[src/rtl/btn_event_pkg.sv]
// Shared encodings and default timing for the button event generator.
package btn_event_pkg;

  localparam logic [1:0] ST_IDLE   = 2'd0;
  localparam logic [1:0] ST_HOLD   = 2'd1;
  localparam logic [1:0] ST_REPEAT = 2'd2;

  typedef enum logic [1:0] {
    S_IDLE   = ST_IDLE,
    S_HOLD   = ST_HOLD,
    S_REPEAT = ST_REPEAT
  } state_t;

  localparam int unsigned LONG_MS_DEF   = 1000;
  localparam int unsigned REPEAT_MS_DEF = 200;
  localparam int unsigned CNT_W_DEF     = 11;

endpackage

[src/rtl/btn_event_ch.sv]
// One button channel: press/release edges, long-press timer and auto-repeat.
module btn_event_ch
  import btn_event_pkg::*;
#(
  parameter int unsigned LONG_MS   = LONG_MS_DEF,
  parameter int unsigned REPEAT_MS = REPEAT_MS_DEF,
  parameter bit          REPEAT_EN = 1'b1,
  parameter int unsigned CNT_W     = CNT_W_DEF
) (
  input  logic clk,
  input  logic rst,
  input  logic tick,
  input  logic btn,
  output logic press_pulse,
  output logic release_pulse,
  output logic long_pulse,
  output logic repeat_pulse,
  output logic held
);

  localparam logic [CNT_W-1:0] LONG_LAST   = CNT_W'(LONG_MS - 1);
  localparam logic [CNT_W-1:0] REPEAT_LAST = CNT_W'(REPEAT_MS - 1);

  state_t           state_q, state_d;
  logic [CNT_W-1:0] cnt_q, cnt_d;
  logic             press_d, release_d, long_d, repeat_d, held_d;

  // State, counter and all outputs registered together
  always_ff @(posedge clk or posedge rst) begin
    if (rst) begin
      state_q       <= S_IDLE;
      cnt_q         <= '0;
      press_pulse   <= 1'b0;
      release_pulse <= 1'b0;
      long_pulse    <= 1'b0;
      repeat_pulse  <= 1'b0;
      held          <= 1'b0;
    end else begin
      state_q       <= state_d;
      cnt_q         <= cnt_d;
      press_pulse   <= press_d;
      release_pulse <= release_d;
      long_pulse    <= long_d;
      repeat_pulse  <= repeat_d;
      held          <= held_d;
    end
  end

  // Next state; a release always takes priority over a terminal tick
  always_comb begin
    state_d   = state_q;
    cnt_d     = cnt_q;
    press_d   = 1'b0;
    release_d = 1'b0;
    long_d    = 1'b0;
    repeat_d  = 1'b0;
    case (state_q)
      S_IDLE: begin
        if (btn) begin
          state_d = S_HOLD;
          cnt_d   = '0;
          press_d = 1'b1;
        end
      end
      S_HOLD: begin
        if (!btn) begin
          state_d   = S_IDLE;
          cnt_d     = '0;
          release_d = 1'b1;
        end else if (tick) begin
          if (cnt_q == LONG_LAST) begin
            state_d = S_REPEAT;
            cnt_d   = '0;
            long_d  = 1'b1;
          end else begin
            cnt_d = cnt_q + CNT_W'(1);
          end
        end
      end
      S_REPEAT: begin
        if (!btn) begin
          state_d   = S_IDLE;
          cnt_d     = '0;
          release_d = 1'b1;
        end else if (tick) begin
          if (cnt_q == REPEAT_LAST) begin
            cnt_d    = '0;
            repeat_d = REPEAT_EN;
          end else begin
            cnt_d = cnt_q + CNT_W'(1);
          end
        end
      end
      default: begin
        state_d = S_IDLE;
        cnt_d   = '0;
      end
    endcase
    held_d = (state_d != S_IDLE);
  end

endmodule

[src/rtl/btn_event.sv]
// Per-button press/release/long/repeat event pulses from debounced levels.
module btn_event
  import btn_event_pkg::*;
#(
  parameter int unsigned N_BTN     = 5,
  parameter int unsigned LONG_MS   = LONG_MS_DEF,
  parameter int unsigned REPEAT_MS = REPEAT_MS_DEF,
  parameter bit          REPEAT_EN = 1'b1,
  parameter int unsigned CNT_W     = CNT_W_DEF
) (
  input  logic             clk,
  input  logic             rst,
  input  logic             tick,
  input  logic [N_BTN-1:0] btn_db,
  output logic [N_BTN-1:0] press_pulse,
  output logic [N_BTN-1:0] release_pulse,
  output logic [N_BTN-1:0] long_pulse,
  output logic [N_BTN-1:0] repeat_pulse,
  output logic [N_BTN-1:0] held
);

  // Independent channel per button, all sharing the tick strobe
  for (genvar i = 0; i < int'(N_BTN); i++) begin : g_ch
    btn_event_ch #(
      .LONG_MS  (LONG_MS),
      .REPEAT_MS(REPEAT_MS),
      .REPEAT_EN(REPEAT_EN),
      .CNT_W    (CNT_W)
    ) u_ch (
      .clk          (clk),
      .rst          (rst),
      .tick         (tick),
      .btn          (btn_db[i]),
      .press_pulse  (press_pulse[i]),
      .release_pulse(release_pulse[i]),
      .long_pulse   (long_pulse[i]),
      .repeat_pulse (repeat_pulse[i]),
      .held         (held[i])
    );
  end

endmodule

[config.mk]
export PLATFORM = sky130hd
export DESIGN_NAME = btn_event
export DESIGN_NICKNAME = d
export VERILOG_FILES = /design/src/rtl/btn_event_pkg.sv /design/src/rtl/btn_event_ch.sv /design/src/rtl/btn_event.sv
export SDC_FILE = /design/constraint.sdc
export NUM_CORES = 1
export LEC_CHECK = 0
export CAP_MARGIN = 15
export CORE_ASPECT_RATIO = 1.75
export CORE_MARGIN = 2
export CORE_UTILIZATION = 40
export CTS_CLUSTER_SIZE = 8
export DETAILED_ROUTE_END_ITERATION = 8
export PLACE_DENSITY = 0.64
export SYNTH_ARGS = -nofsm -noshare
export SYNTH_HDL_FRONTEND = slang
export SYNTH_SLANG_ARGS = --single-unit
[constraint.sdc]
create_clock -name clk -period 3.1 [get_ports clk]
set_input_delay 0.93 -clock clk [delete_from_list [all_inputs] [get_ports clk]]
set_output_delay 0.93 -clock clk [all_outputs]
set_load 0.01 [all_outputs]
==> impl_metrics.py, run 1 <==
metrics = {
    "timing": {
        "post-route-period-util": 0.855,
        "fmax_mhz": 377,
        "finalCriticalPeriod_ns": 2.65,
        "rsz0062_at_grt": "false",
        "worst_pin_slew_ns": 0.673,
        "setup-violations-final": 0,
        "whs_ns": 0.516,
        "skew_ns": 0.00455,
        "slew_headroom": 0.545,
        "hold_violations": 0,
        "timing_max_transition_violations_final": 0,
        "fin_setup_tns_ns": 0,
    },
    "setup_path": {
        "worst_path_most_repeated_cell": "nand2b_1",
        "max_stage_delay_ns": 0.69,
        "start_kind": "primary input",
        "path_cells": "clkdlybuf4s50_1 > buf_4 > nand2b_1 > o22ai_1 > nand2b_1 > o311ai_0",
        "crit_slowest_cell": "clkdlybuf4s50_1",
        "rr_worst_depth": 7,
        "cp_max_fo": 7,
        "rr_endpoint": "g_ch[1].u_ch.cnt_q[5]",
        "r2r-start": "g_ch[1].u_ch.state_q[1]",
        "worstSetupStartpoint": "tick",
        "critPathRequiredTime_ns": 3.29,
        "rrSetupSlack_ns": 0.73,
        "crit_end": "g_ch[4].u_ch.cnt_q[5]",
        "crit_type": "primary input to flop",
        "worstPathArrival_ns": 2.84,
        "cp-end-kind": "flop",
    },
    "clock_tree": {
        "clock_latency_ns": 0.34,
        "cts_hold_buf": 0,
        "cts_sinks": 90,
        "cts_tree": "built",
        "cts_resized": 0,
        "path_clk_slew_ns": 0.06,
        "clock_path_buffers": 2,
        "clock_tree.htree_level_count": 3,
        "numCtsBuffers": 9,
        "cts-root-buf": "clkbuf_16",
        "cts_setup_buffers": 0,
    },
    "logic_synthesis": {
        "synth_area_leaders": "dfrtp_1 (44%), ha_1 (6.1%), o21ai_0 (5.7%), nand2_1 (3.9%), buf_4 (3.8%)",
        "synth_enable_flop_cells": 0,
        "ys_seq_area_frac": 0.442,
        "yosys_warnings": 0,
        "synth.top_cell.area_share": 0.442,
        "synth_flop_cell": "dfrtp_1",
        "synthArstFlopShare": 1.00,
        "synthTopCellsByCount": "dfrtp_1 (90), o21ai_0 (58), nand2_1 (53)",
        "syn_nets": 602,
        "yosysMostFrequentCell": "dfrtp_1",
        "syn_area_sq_um": 5090,
        "yosysUniqueCellTypes": 54,
        "synth_top_area_cell": "dfrtp_1",
        "postSynthAreaPerCell_sq_um": 8.95,
        "syn_inst": 569,
        "synth_seq_cells": 90,
    },
    "power_and_ir_drop": {
        "switchingPower_w": 0.00113,
        "cellPowerDensity_nw_per_um2": 620,
        "clkPwrFrac": 0.328,
        "p_int_w": 0.00249,
        "sw_frac_of_total": 0.312,
        "leakagePower_nw": 2.44,
        "seq_power_share": 0.387,
        "ir_worst_vdd_v": 0.000244,
        "power_frac_comb": 0.285,
    },
    "placement": {
        "place_hpwl_um": 7660,
        "place.gp.congestion": 0.838,
        "io_buffer_count": 32,
    },
    "final_layout": {
        "n_antenna_cell": 0,
        "area_delta_synth_final_pct": 14.5,
        "final_nets": 619,
        "drive_gt1_frac": 0.0694,
    },
    "routing": {
        "wl_per_cell_um": 13.8,
        "vias": 4149,
        "drc": 0,
        "detail_route.first_pass.iterations": 5,
        "viasPerCell": 5.47,
        "drt-initial-drc-count": 211,
        "wirelength_um": 10400,
        "antenna_left": 0,
    },
    "die": {
        "die_area_sq_um": 13700,
        "rows": 54,
        "io_pins": 33,
        "die_width_um": 89.3,
        "die_h_um": 153,
        "core_sq_um": 12400,
        "start_util": 0.410,
    },
    "grt": {
        "grt.total_usage": 0.164,
        "antenna_found_initial": 0,
        "overflow": 0,
        "grt_max_degree": 52,
        "grt_pass1_vias": 4112,
        "grt_pass1_wl_um": 18100,
    },
    "run": {
        "max_cap_violations": 0,
    },
    "status": {
        "status": "finished, final reports clean",
    },
    "min_path": {
        "hold_class": "flop to flop",
    },
}
==> logic make-up (layout without fill, tap and decap cells) <==
family,after synthesis,in the layout,share of synthesized area
buffers and inverters,72,94,0.0742
XOR/XNOR,3,3,0.00516
flip-flops,90,90,0.442
multiplexers,4,4,0.00810
AO/OA/AOI/OAI,130,130,0.159
adder cells (fa/ha/maj),25,25,0.0614
AND/OR/NAND/NOR,245,245,0.250
==> layout by cell type (no fill, tap or decap), types with 3 or more instances in the layout <==
cell type,Yosys,routed
xor2_1,3,3
o21ai_0,58,58
a21oi_1,24,24
o311ai_0,3,3
nand2_1,53,53
clkbuf_16,0,9
a22o_1,5,5
and3_1,8,8
o21a_1,4,4
o41ai_1,3,3
o22ai_1,5,5
and2_1,6,6
clkdlybuf4s50_1,0,32
nor3_1,27,27
buf_4,26,13
a31oi_1,5,5
or2_2,3,3
nand3_1,34,34
nand2b_1,13,13
dfrtp_1,90,90
nor4_1,8,8
or4_1,4,4
nor2b_1,11,11
and4_1,3,3
inv_1,31,30
ha_1,25,25
mux2i_1,3,3
or3_1,15,15
o31ai_1,6,6
nand4_1,9,9
nor2_1,39,39
nor4b_1,4,4
==> sequential cells by signal, indices dropped and copies added, names as in the netlist <==
register and count:
g_ch.u_ch.press_pulse 5, g_ch.u_ch.repeat_pulse 5, g_ch.u_ch.held 5, g_ch.u_ch.release_pulse 5
g_ch.u_ch.cnt_q 55, g_ch.u_ch.state_q 10, g_ch.u_ch.long_pulse 5
==> per-layer routing <==
| layer | track usage | routed length (um) |
|---|---|---|
| met1 | 0.175 | 4030 |
| met3 | 0.0265 | 275 |
| met5 | 0 | 0 |
| met4 | 0.0689 | 195 |
| met2 | 0.303 | 5950 |
==> worst min-delay path by stage <==
stage | start | end | slack (ns) | cells after the start
after CTS | g_ch[2].u_ch.cnt_q[1] | g_ch[2].u_ch.cnt_q[1] | 0.52 | 2
after global placement | g_ch[2].u_ch.cnt_q[1] | g_ch[2].u_ch.cnt_q[1] | 0.49 | 2
after detailed placement | g_ch[2].u_ch.cnt_q[1] | g_ch[2].u_ch.cnt_q[1] | 0.51 | 2
after global routing | g_ch[2].u_ch.cnt_q[1] | g_ch[2].u_ch.cnt_q[1] | 0.54 | 2
final | g_ch[2].u_ch.cnt_q[1] | g_ch[2].u_ch.cnt_q[1] | 0.52 | 2
after floorplan | g_ch[3].u_ch.cnt_q[7] | g_ch[3].u_ch.cnt_q[7] | 0.46 | 1
==> per-stage QoR <==
stage / setup slack (ns) / util / instances / instance area, sq um / power, W
after global placement: 0.153 / 0.443 / 743 / 5510 / 0.00242
after global routing: 0.278 / 0.469 / 759 / 5830 / 0.00385
after CTS: 0.407 / 0.469 / 759 / 5830 / 0.00365
after detailed placement: 0.0448 / 0.443 / 743 / 5510 / 0.00245
final: 0.450 / 0.469 / 759 / 5830 / 0.00361
after floorplan: 0.689 / - / 569 / 5100 / 0.00215
==> critical path: cells and delay by family <==
kind                   cells  cell delay, ns
and+or+nand+nor            2            0.39
AOI/OAI and AO/OA          2            0.60
buffers and inverters      2            0.91
==> power by group through the flow <==
stage                     clock network (W)  logic, W  registers (W)
after floorplan                           0  0.000755        0.00140
after global placement                    0   0.00101        0.00141
after detailed placement                  0   0.00103        0.00142
after CTS                           0.00121   0.00104        0.00140
after global routing                0.00127   0.00116        0.00142
final                               0.00119   0.00103        0.00140
==> area by class of cell <==
| type | instances | area (sq um) |
|---|---|---|
| Sequential cell | 90 | 2250 |
| Inverter | 31 | 120 |
| Fill cell | 1210 | 6600 |
| Timing Repair Buffer | 47 | 458 |
| Clock inverter | 6 | 90.1 |
| Multi-Input combinational cell | 407 | 2460 |
| Tap cell | 168 | 210 |
| Clock buffer | 10 | 239 |
No activity file was read; power rests on OpenSTA's default activity.
==> inputs of run 2 (changes only) <==
- SETUP_SLACK_MARGIN: unset -> 0.5
==> impl_metrics.py, run 2 (same netlist as run 1, synthesis figures left out) <==
metrics = {
    "run": {
        "max_cap_violations": 0,
    },
    "final_layout": {
        "final_cell_mix": "dfrtp_1 (90), o21ai_0 (58), nand2_1 (53)",
        "largest_register_ffs": 55,
        "final_common_cell": "dfrtp_1",
        "n_antenna_cell": 0,
        "reg.largest.list": "g_ch.u_ch.cnt_q x55, g_ch.u_ch.state_q x10",
        "drive_gt1_frac": 0.0694,
        "final_nets": 619,
        "area_delta_synth_final_pct": 14.6,
        "largest-register": "g_ch.u_ch.cnt_q",
    },
    "die": {
        "core_sq_um": 12400,
        "start_util": 0.410,
        "die_area_sq_um": 13700,
        "rows": 54,
        "io_pins": 33,
        "die_width_um": 89.3,
        "die_h_um": 153,
    },
    "routing": {
        "vias": 4112,
        "drc": 0,
        "detail_route.first_pass.iterations": 4,
        "wirelength_um": 10400,
        "antenna_left": 0,
        "viasPerCell": 5.42,
        "drt-initial-drc-count": 219,
        "wl_per_cell_um": 13.7,
    },
    "setup_path": {
        "rrSetupSlack_ns": 0.73,
        "crit_type": "primary input to flop",
        "start_kind": "primary input",
        "crit_slowest_cell": "clkdlybuf4s50_1",
        "rr_endpoint": "g_ch[1].u_ch.cnt_q[5]",
        "path_depth": 6,
        "cp_max_fo": 9,
        "max_stage_delay_ns": 0.57,
        "path_buf_inv": 1,
        "path_cells": "clkdlybuf4s50_1 > nand2b_1 > o21ai_0 > or3_1 > or3_1 > o21ai_0",
        "crit_family": "simple AND/OR/NAND/NOR gates",
        "critPathRequiredTime_ns": 3.36,
        "worstPathArrival_ns": 2.76,
        "cp-end-kind": "flop",
        "worstSetupStartpoint": "btn_db[3]",
        "r2r-start": "g_ch[1].u_ch.state_q[1]",
        "rr_worst_depth": 7,
    },
    "timing": {
        "rsz0062_at_grt": "false",
        "hold_violations": 0,
        "post-route-period-util": 0.808,
        "fin_setup_tns_ns": 0,
        "worst_pin_slew_ns": 0.671,
        "timing_max_transition_violations_final": 0,
        "setup-violations-final": 0,
        "skew_ns": 0.00460,
        "fin_ws_ns": 0.595,
        "fmax_mhz": 399,
        "finalCriticalPeriod_ns": 2.51,
        "slew_headroom": 0.547,
    },
    "power_and_ir_drop": {
        "ir_worst_vdd_v": 0.000244,
        "cellPowerDensity_nw_per_um2": 619,
        "leakagePower_nw": 2.46,
    },
    "clock_tree": {
        "numCtsBuffers": 9,
        "clock_latency_ns": 0.34,
        "clock_path_buffers": 2,
        "path_clk_slew_ns": 0.06,
        "cts_sinks": 90,
        "cts-root-buf": "clkbuf_16",
        "cts_tree": "built",
        "cts_hold_buf": 0,
        "clock_tree.htree_level_count": 3,
    },
    "placement": {
        "io_buffer_count": 32,
        "place.gp.congestion": 0.838,
        "place_ws_ns": 0.0448,
        "place_hpwl_um": 7660,
    },
    "min_path": {
        "hold_start": "g_ch[2].u_ch.cnt_q[1]",
        "hold_class": "flop to flop",
        "hold_path_end": "g_ch[2].u_ch.cnt_q[1]",
        "hold_path_depth": 2,
    },
    "grt": {
        "grt_max_degree": 52,
        "grt_pass1_vias": 4112,
        "grt_pass1_wl_um": 18100,
        "overflow": 0,
        "grt.total_usage": 0.164,
        "antenna_found_initial": 0,
    },
    "status": {
        "status": "finished, final reports clean",
    },
}
[run 2: cell types whose count changed in the layout (fill, tap and decap cells not counted)]
cell             before  now
clkdlybuf4s50_1      32   29
dlymetal6s2s_1        0    2
dlygate4sd2_1         0    1
[run 2: final cells by class]
class | instances | area (sq um)
clock buffer | 10 | 239
clock inverter | 6 | 90.1
fill | 1209 | 6590
inverter | 31 | 120
multi-input combinational | 407 | 2460
sequential | 90 | 2250
tap | 168 | 210
timing repair buffer | 47 | 462
[run 2: worst register-to-register path, stage by stage (launching register included)]
cell and delay (ns):
dfrtp_1 0.39, inv_1 0.08, ha_1 0.23, or4_1 0.42
a211oi_2 0.42, or3_1 0.35, nor4_1 0.10, a221o_1 0.26
[run 2: worst max-delay path by stage]
stage,endpoint,slack [ns]
3_5_place_dp,g_ch[4].u_ch.cnt_q[5],0.04
5_1_grt,g_ch[3].u_ch.cnt_q[4],0.51
6_report,g_ch[3].u_ch.cnt_q[4],0.59
3_3_place_gp,g_ch[1].u_ch.cnt_q[9],0.15
4_1_cts,g_ch[2].u_ch.cnt_q[4],0.58
2_1_floorplan,g_ch[1].u_ch.cnt_q[10],0.69
[run 2: through the flow]
step                      cell area [sq um]  utilization  cells  hold WS (ns)  total power, W
final                                  5840        0.470    759         0.516         0.00361
after global routing                   5840        0.470    759         0.535         0.00385
after CTS                              5830        0.469    759         0.521         0.00365
after detailed placement               5510        0.443    743         0.507         0.00245
after global placement                 5510        0.443    743         0.495         0.00242
after floorplan                        5100            -    569         0.464         0.00215
[run 2: where the power goes]
part	total (W)	internal, W	switching (W)
clock network	0.00118	0.000729	0.000455
logic	0.00103	0.000452	0.000575
registers	0.00140	0.00131	0.0000928
total	0.00361	0.00249	0.00112
[run 2: repair_timing]
action                                  4_1_cts  5_1_grt
gates cloned                                  0        0
gates resized for setup                       1        2
endpoints found under the setup margin        6        4
setup buffers                                 0        0
[run 2: routing by layer]
layer	GRT usage	share of wire	vias up
met2	0.303	0.57	57
li1	-	-	2044
met5	0	0	-
met4	0.0689	0.018	0
met1	0.175	0.39	1998
met3	0.0265	0.021	13
